<file path="config.mk">
export PLATFORM = sky130hd
export DESIGN_NAME = add_if_core
export DESIGN_NICKNAME = d
export VERILOG_FILES = /design/src/rtl/add_if_pkg.sv /design/src/rtl/add_if_skid.sv /design/src/rtl/add_if_core.sv
export SDC_FILE = /design/constraint.sdc
export NUM_CORES = 1
export LEC_CHECK = 0
export CAP_MARGIN = 10
export CELL_PAD_IN_SITES_DETAIL_PLACEMENT = 0
export CELL_PAD_IN_SITES_GLOBAL_PLACEMENT = 1
export CORE_MARGIN = 3
export CORE_UTILIZATION = 34
export CTS_CLUSTER_SIZE = 24
export DETAILED_ROUTE_END_ITERATION = 6
export HOLD_SLACK_MARGIN = 0.08
export PLACE_DENSITY = 0.75
export SLEW_MARGIN = 10
export SYNTH_ARGS = -nofsm -noshare
export SYNTH_HDL_FRONTEND = slang
export SYNTH_SLANG_ARGS = --single-unit
export TNS_END_PERCENT = 1
</file>
<file path="constraint.sdc">
create_clock -name clk -period 2 [get_ports clk]
set_clock_uncertainty 0.15 [all_clocks]
set_input_delay 0.2 -clock clk [delete_from_list [all_inputs] [get_ports clk]]
set_output_delay 0.2 -clock clk [all_outputs]
set_load 0.02 [all_outputs]
</file>
<file path="src/rtl/add_if_pkg.sv">
// Shared types and widths for the add_if operand/result bundle.
package add_if_pkg;

   localparam int unsigned DEFAULT_WIDTH = 4;
   localparam int unsigned DEFAULT_SUM_WIDTH = DEFAULT_WIDTH + 1;

   typedef struct packed {
      logic [DEFAULT_WIDTH-1:0] a;
      logic [DEFAULT_WIDTH-1:0] b;
   } operands_t;

   typedef logic [DEFAULT_SUM_WIDTH-1:0] sum_t;

   // Full-width unsigned add; the carry lands in the MSB.
   function automatic sum_t add_operands(input operands_t ops);
      return sum_t'(ops.a) + sum_t'(ops.b);
   endfunction

endpackage

</file>
<file path="src/rtl/add_if_skid.sv">
// Generic 2-entry valid/ready register slice: output register plus one skid entry.
module add_if_skid #(
   parameter int unsigned W = 5
) (
   input  logic         clk,
   input  logic         rst_n,
   input  logic         in_valid_i,
   output logic         in_ready_o,
   input  logic [W-1:0] in_data_i,
   output logic         out_valid_o,
   input  logic         out_ready_i,
   output logic [W-1:0] out_data_o
);

   logic         out_valid_q, out_valid_d;
   logic [W-1:0] out_data_q, out_data_d;
   logic         skid_valid_q, skid_valid_d;
   logic [W-1:0] skid_data_q, skid_data_d;
   logic         in_ready_q, in_ready_d;

   logic accept_c;
   logic fire_c;

   assign accept_c = in_valid_i && in_ready_q;
   assign fire_c   = out_valid_q && out_ready_i;

   // Next-state: data is only ever loaded on an accepted transfer.
   always_comb begin
      out_valid_d  = out_valid_q;
      out_data_d   = out_data_q;
      skid_valid_d = skid_valid_q;
      skid_data_d  = skid_data_q;

      if (skid_valid_q) begin
         if (fire_c) begin
            out_data_d   = skid_data_q;
            out_valid_d  = 1'b1;
            skid_valid_d = 1'b0;
         end
      end else if (accept_c) begin
         if (!out_valid_q || fire_c) begin
            out_data_d  = in_data_i;
            out_valid_d = 1'b1;
         end else begin
            skid_data_d  = in_data_i;
            skid_valid_d = 1'b1;
         end
      end else if (fire_c) begin
         out_valid_d = 1'b0;
      end

      in_ready_d = !skid_valid_d;
   end

   always_ff @(posedge clk) begin
      if (!rst_n) begin
         out_valid_q  <= 1'b0;
         out_data_q   <= '0;
         skid_valid_q <= 1'b0;
         skid_data_q  <= '0;
         in_ready_q   <= 1'b0;
      end else begin
         out_valid_q  <= out_valid_d;
         out_data_q   <= out_data_d;
         skid_valid_q <= skid_valid_d;
         skid_data_q  <= skid_data_d;
         in_ready_q   <= in_ready_d;
      end
   end

   assign in_ready_o  = in_ready_q;
   assign out_valid_o = out_valid_q;
   assign out_data_o  = out_data_q;

endmodule

</file>
<file path="src/rtl/add_if_core.sv">
// Registered unsigned adder with valid/ready handshakes and one cycle of latency.
module add_if_core
   import add_if_pkg::*;
#(
   parameter int unsigned WIDTH = DEFAULT_WIDTH
) (
   input  logic             clk,
   input  logic             rst_n,
   input  logic             in_valid,
   output logic             in_ready,
   input  logic [WIDTH-1:0] a,
   input  logic [WIDTH-1:0] b,
   output logic             out_valid,
   input  logic             out_ready,
   output logic [WIDTH:0]   sum
);

   localparam int unsigned SUM_W = WIDTH + 1;

   logic [SUM_W-1:0] sum_c;

   // Zero-extend both operands so the carry is kept.
   assign sum_c = SUM_W'(a) + SUM_W'(b);

   add_if_skid #(
      .W (SUM_W)
   ) u_skid (
      .clk         (clk),
      .rst_n       (rst_n),
      .in_valid_i  (in_valid),
      .in_ready_o  (in_ready),
      .in_data_i   (sum_c),
      .out_valid_o (out_valid),
      .out_ready_i (out_ready),
      .out_data_o  (sum)
   );

endmodule

</file>
# Yosys cells after proc, flatten, opt, wreduce, memory -nomap -nowiden
# Cells that the tools add are included.
# word_totals
reg_bits	13
out_inout_bits	7
word_cells	34
# classes
add_sub_neg	1
eq_ne	2
n_mux	13
bitwise	2
n_reduce_logical	11
# op_table
op	count
$mux W5	4
$mux W1	9
$reduce_and A3 Y1	3
$reduce_bool A2 Y1	3
$add A4 B4 Y5	1
$ne A3 B2 Y1 const B	1
$logic_and A1 B1 Y1	2
$logic_not A1 Y1	2
$ne A2 B2 Y1 const B	1
$not A1 Y1	2
$logic_or A1 B1 Y1	1

# Longest topological paths before layout
# depth
word_depth	6
ltp_mapped	7
depth_no_buf	7

# Modules after synthesis
# Synthesis repeated with hierarchy kept, for this count alone.
# unflattened
hier_cells	83
area_unflattened_um2	772.0
# by_module_without_submodules
module	instances	cells_per_inst	area_per_inst_um2	seq_area_each_um2
add_if_skid	1	67	635.6	260.2
add_if_core	1	16	136.4	0.0

# Worst setup path before layout
# No wires, ideal clock.
# synth_timing
path_kind	register to register
from	register u_skid.out_valid_q (netlist: u_skid.out_valid_o)
to	register u_skid.skid_data_q[0]
setup_time_ns	0.119
t_arrival_ns	1.218
setup_slack_ns	0.513
path_stages_with_launch	6
n_path_buf	1
cell_sequence	dfxtp_1 nor2b_4 nor2b_4 buf_6 mux2i_1 nor2_1
# synth_via
elab_chain_len	4
word_cells_on_any_way	5
cone_classes	bitwise: 1; reduce/logical: 4
# synth_lines
element	line_no	source
start, declared	add_if_skid.sv:15	logic out_valid_q, out_valid_d;
start signal, assigned	add_if_skid.sv:63	out_valid_q <= out_valid_d;
$logic_not A1 Y1 or $logic_and A1 B1 Y1 (tied branches)	add_if_skid.sv:41, add_if_skid.sv:25	
$logic_or A1 B1 Y1 *	add_if_skid.sv:41	if (!out_valid_q || fire_c) begin
$not A1 Y1 (no line) *	-	
$reduce_and A3 Y1 (no line) *	-	
end signal, assigned	add_if_skid.sv:66	skid_data_q <= skid_data_d;
end, declared	add_if_skid.sv:18	logic [W-1:0] skid_data_q, skid_data_d;
# Every way passes the cells marked *; elsewhere a longest branch is shown, timed or not.
# A chain may end at the register's enable or synchronous reset.

# Worst setup path in the final report
# layout_timing
from	input port a[0]
to	register u_skid.out_data_q[2] (netlist: u_skid.out_data_o[2])
# layout_via
elab_chain_len	4
# layout_lines
element	line_no	source
start, declared	add_if_core.sv:11	input logic [WIDTH-1:0] a,
$add A4 B4 Y5	add_if_core.sv:23	assign sum_c = SUM_W'(a) + SUM_W'(b);
$mux W5	add_if_skid.sv:41	
$mux W5	add_if_skid.sv:40	end else if (accept_c) begin
$mux W5	add_if_skid.sv:34	if (skid_valid_q) begin
end signal, assigned	add_if_skid.sv:64	out_data_q <= out_data_d;
end, declared	add_if_skid.sv:16	logic [W-1:0] out_data_q, out_data_d;
# No other way between the ends. The select of a mux whose other input is x is not followed.

==> flow_metrics.tcl <==
set metrics [dict create \
    r2r_slack_ns 0.37 \
    source_of_the_worst_hold_timing_path "u_skid.out_data_o[4]" \
    worstHoldEndpoint "u_skid.out_data_o[4]" \
    timing.max_cap.violations 0 \
    fp.dieH_um 51.9 \
    cts_setup_buffers 0 \
    worstPathArrival_ns 1.83 \
    p_per_area_nw_per_um2 625 \
    fp.coreArea_um2 1860 \
    cts.clk_slew.worst_paths_ns 0.09 \
    grt_pass1_wl_mm 2.53 \
    power.leakage_nw 0.353 \
    instance_count_along_the_most_critical_hold_path 2 \
    ys.warnings.count 0 \
    postCtsResizedCells 0 \
    reg2reg_to "u_skid.out_data_o[0]" \
    initial_utilization_pct 38.5 \
    classification_of_the_worst_setup_path "input port to flop" \
    tritoncts "yes" \
    hp-class "flop to flop" \
    maxSlewViolCount 0 \
    synth_edf_count 0 \
    holdWs_ns 0.325 \
    syn-cell-area_um2 716 \
    core.rowCount 15 \
    post-route-util_pct 50.9 \
    port_buffers 18 \
    drt_first_iter_violations 2 \
    post_drt_via_cell_ratio 4.86 \
    clk_latency_ns 0.28 \
    first_global_vias 596 \
    antenna_violations_before_repair 0 \
    worst_pin_slew_ns 0.474 \
    residual_drc_count 0 \
    ant_nets 0 \
    yosysTopAreaCellShare_pct 36.4 \
    n_antenna_cell 0 \
    area_delta_synth_final_pct 32.2 \
    dp_hpwl_mm 1.12 \
    status "completed" \
    ioPinCount 19 \
    required_ns 2.05 \
    crit_path_buf_inv_count 2 \
    clock_sinks 13 \
    wl_met1_um 671 \
    avgRoutedWirePerCell_um 11.9 \
    worstSetupEndpointType "flop" \
    max-slew-margin-rel_pct 68.4 \
    holdBufCountCts 0 \
    met2RoutedLength_um 689 \
    filler_instances 183 \
    syn_avg_cell_area_um2 9.54 \
    syn-num-nets 92 \
    maxClockFrequency_ghz 0.562 \
    drt-total-wl_mm 1.44 \
    worst_path_max_delay_cell "sky130_fd_sc_hd__clkdlybuf4s50_1" \
    critical-path-max-stage-delay_ns 0.46 \
    layout_worst_path_cycle_share_pct 88.9 \
    post-synth-top-area-cell "sky130_fd_sc_hd__dfxtp_1" \
    rsz0062_at_grt "no" \
    timing.final.setup_violations 0 \
    die_area_um2 2690 \
    syn-instance-count 75 \
    htree_num_levels 1 \
    timing.critical_path.max_delay_family "adder cells" \
    main_synth_ff_type "sky130_fd_sc_hd__dfxtp_1" \
    cts-buffers-inserted 3 \
    final.min_clock_period_ns 1.78 \
    ir_worst_vdd_mv 0.546 \
    share_of_post_route_cells_with_drive_strength_above_1_pct 11.5 \
    cts_root_buffer "sky130_fd_sc_hd__clkbuf_4" \
    critical_path.max_fanout 2 \
    synth_cell_type_count 31 \
    met3_routed_length_um 61 \
    globalplace.congestion 0.703 \
    share_of_synthesized_area_occupied_by_flip_flops_and_latches_pct 36.4 \
    timing.final.hold_violations 0 \
    critical_path.cell_chain "clkdlybuf4s50_1 > ha_1 > inv_1 > fa_1 > xnor2_1 > mux2i_1 > a211oi_1" \
    grtUsageTotal_pct 12.8 \
    top_signal_layer_used "met4" \
    synth-seq-cells 13 \
    worst_r2r_path_depth 4 \
    grt_max_degree 14 \
    critPathLaunchType "input port" \
    drt_pass1_iterations 3 \
    ys_async_sr_fraction_pct 0 \
    vias 588 \
    die_x_um 51.9 \
    nets 114 \
    power.total_uw 591 \
    reg_to_reg_start "u_skid.skid_valid_q" \
    ys_top_cells_by_area "sky130_fd_sc_hd__dfxtp_1 (36%), sky130_fd_sc_hd__ha_1 (7.0%), sky130_fd_sc_hd__mux2i_1 (7.0%)" \
    cts.path.max_buffers 2 \
    grt_overflow 0 \
]
[per-layer routing]
layer,global-route usage (%),vias to the layer above
met3,5.44,2
li1,-,303
met4,2.62,0
met2,20.5,12
met1,15.8,271
met5,0,-
[sequential cells by signal (all words and copies together) (netlist names)]
signal               flops
u_skid.in_ready_o        1
u_skid.out_data_o        5
u_skid.out_valid_o       1
u_skid.skid_valid_q      1
u_skid.skid_data_q       5
[worst max path at each step]
stage                             startpoint                     to  cells after the start
after detailed placement                a[0]   u_skid.out_data_o[2]                      7
after global placement                  b[0]   u_skid.out_data_o[2]                      7
after global routing                    a[0]   u_skid.out_data_o[2]                      7
final                                   a[0]   u_skid.out_data_o[2]                      7
after floorplan           u_skid.out_valid_o  u_skid.skid_data_q[0]                      5
after CTS                               a[0]   u_skid.out_data_o[2]                      7
[power breakdown]
group / leakage (nW) / total, mW / switching [mW] / internal (mW)
clock: 0.0177 / 0.166 / 0.0915 / 0.0742
sequential: 0.106 / 0.281 / 0.00983 / 0.271
combinational: 0.229 / 0.144 / 0.0689 / 0.0755
[layout by cell type (no fill, tap or decap), types with 2 or more instances in the layout]
cell,Yosys,final
sky130_fd_sc_hd__a21oi_1,3,3
sky130_fd_sc_hd__inv_1,4,4
sky130_fd_sc_hd__o22ai_1,2,2
sky130_fd_sc_hd__clkbuf_4,0,3
sky130_fd_sc_hd__a211oi_2,2,2
sky130_fd_sc_hd__dfxtp_1,13,13
sky130_fd_sc_hd__nand2_1,5,5
sky130_fd_sc_hd__a211oi_1,2,2
sky130_fd_sc_hd__mux2i_1,5,5
sky130_fd_sc_hd__nor2_1,9,9
sky130_fd_sc_hd__a31oi_1,2,2
sky130_fd_sc_hd__clkdlybuf4s50_1,0,18
sky130_fd_sc_hd__o21ai_0,4,4
sky130_fd_sc_hd__ha_1,4,4
sky130_fd_sc_hd__nor2b_4,2,2
[synthesized netlist by cell type, types with 2 or more instances]
library cell and number:
sky130_fd_sc_hd__a21oi_1 3, sky130_fd_sc_hd__ha_1 4, sky130_fd_sc_hd__inv_1 4, sky130_fd_sc_hd__o21ai_0 4, sky130_fd_sc_hd__a211oi_1 2, sky130_fd_sc_hd__a211oi_2 2, sky130_fd_sc_hd__dfxtp_1 13, sky130_fd_sc_hd__nor2_1 9
sky130_fd_sc_hd__o22ai_1 2, sky130_fd_sc_hd__a31oi_1 2, sky130_fd_sc_hd__nand2_1 5, sky130_fd_sc_hd__nor2b_4 2, sky130_fd_sc_hd__mux2i_1 5
[cell families (layout without fill, tap and decap cells)]
group                    Yosys count  count (layout)  share of synthesized area [%]
flip-flops                        13              13                           36.4
multiplexers                       5               5                           6.99
XOR/XNOR                           2               2                           2.45
AND/OR/NAND/NOR                   25              25                           21.2
AO/OA/AOI/OAI                     18              18                           18.4
adder cells (fa/ha/maj)            5               5                           9.79
buffers and inverters              7              28                           4.89
[cell type report]
type,count,area [um2],area share (%)
sequential,13,260,27.5
tap,25,31.3,3.31
clock buffer,3,22.5,2.38
clock inverter,1,5.00,0.529
timing repair buffer,19,188,19.8
inverter,5,18.8,1.98
multi-input combinational,55,420,44.4
[per-stage QoR]
stage	setup slack, ns	setup TNS (ns)	area (um2)	std cells
CTS	0.245	0	946	121
floorplan	0.513	0	716	75
detailed placement	-0.0391	-0.0566	918	117
global placement	-0.0452	-0.0452	918	117
finish	0.222	0	946	121
global route	0.0581	0	946	121
[worst register-to-register path: stages, from the launching register on]
cell,delay (ns)
sky130_fd_sc_hd__dfxtp_1,0.62
sky130_fd_sc_hd__nand2_1,0.17
sky130_fd_sc_hd__a21oi_4,0.30
sky130_fd_sc_hd__nor2_1,0.07
sky130_fd_sc_hd__a211oi_1,0.23
Power figures use the tool's default switching activity.
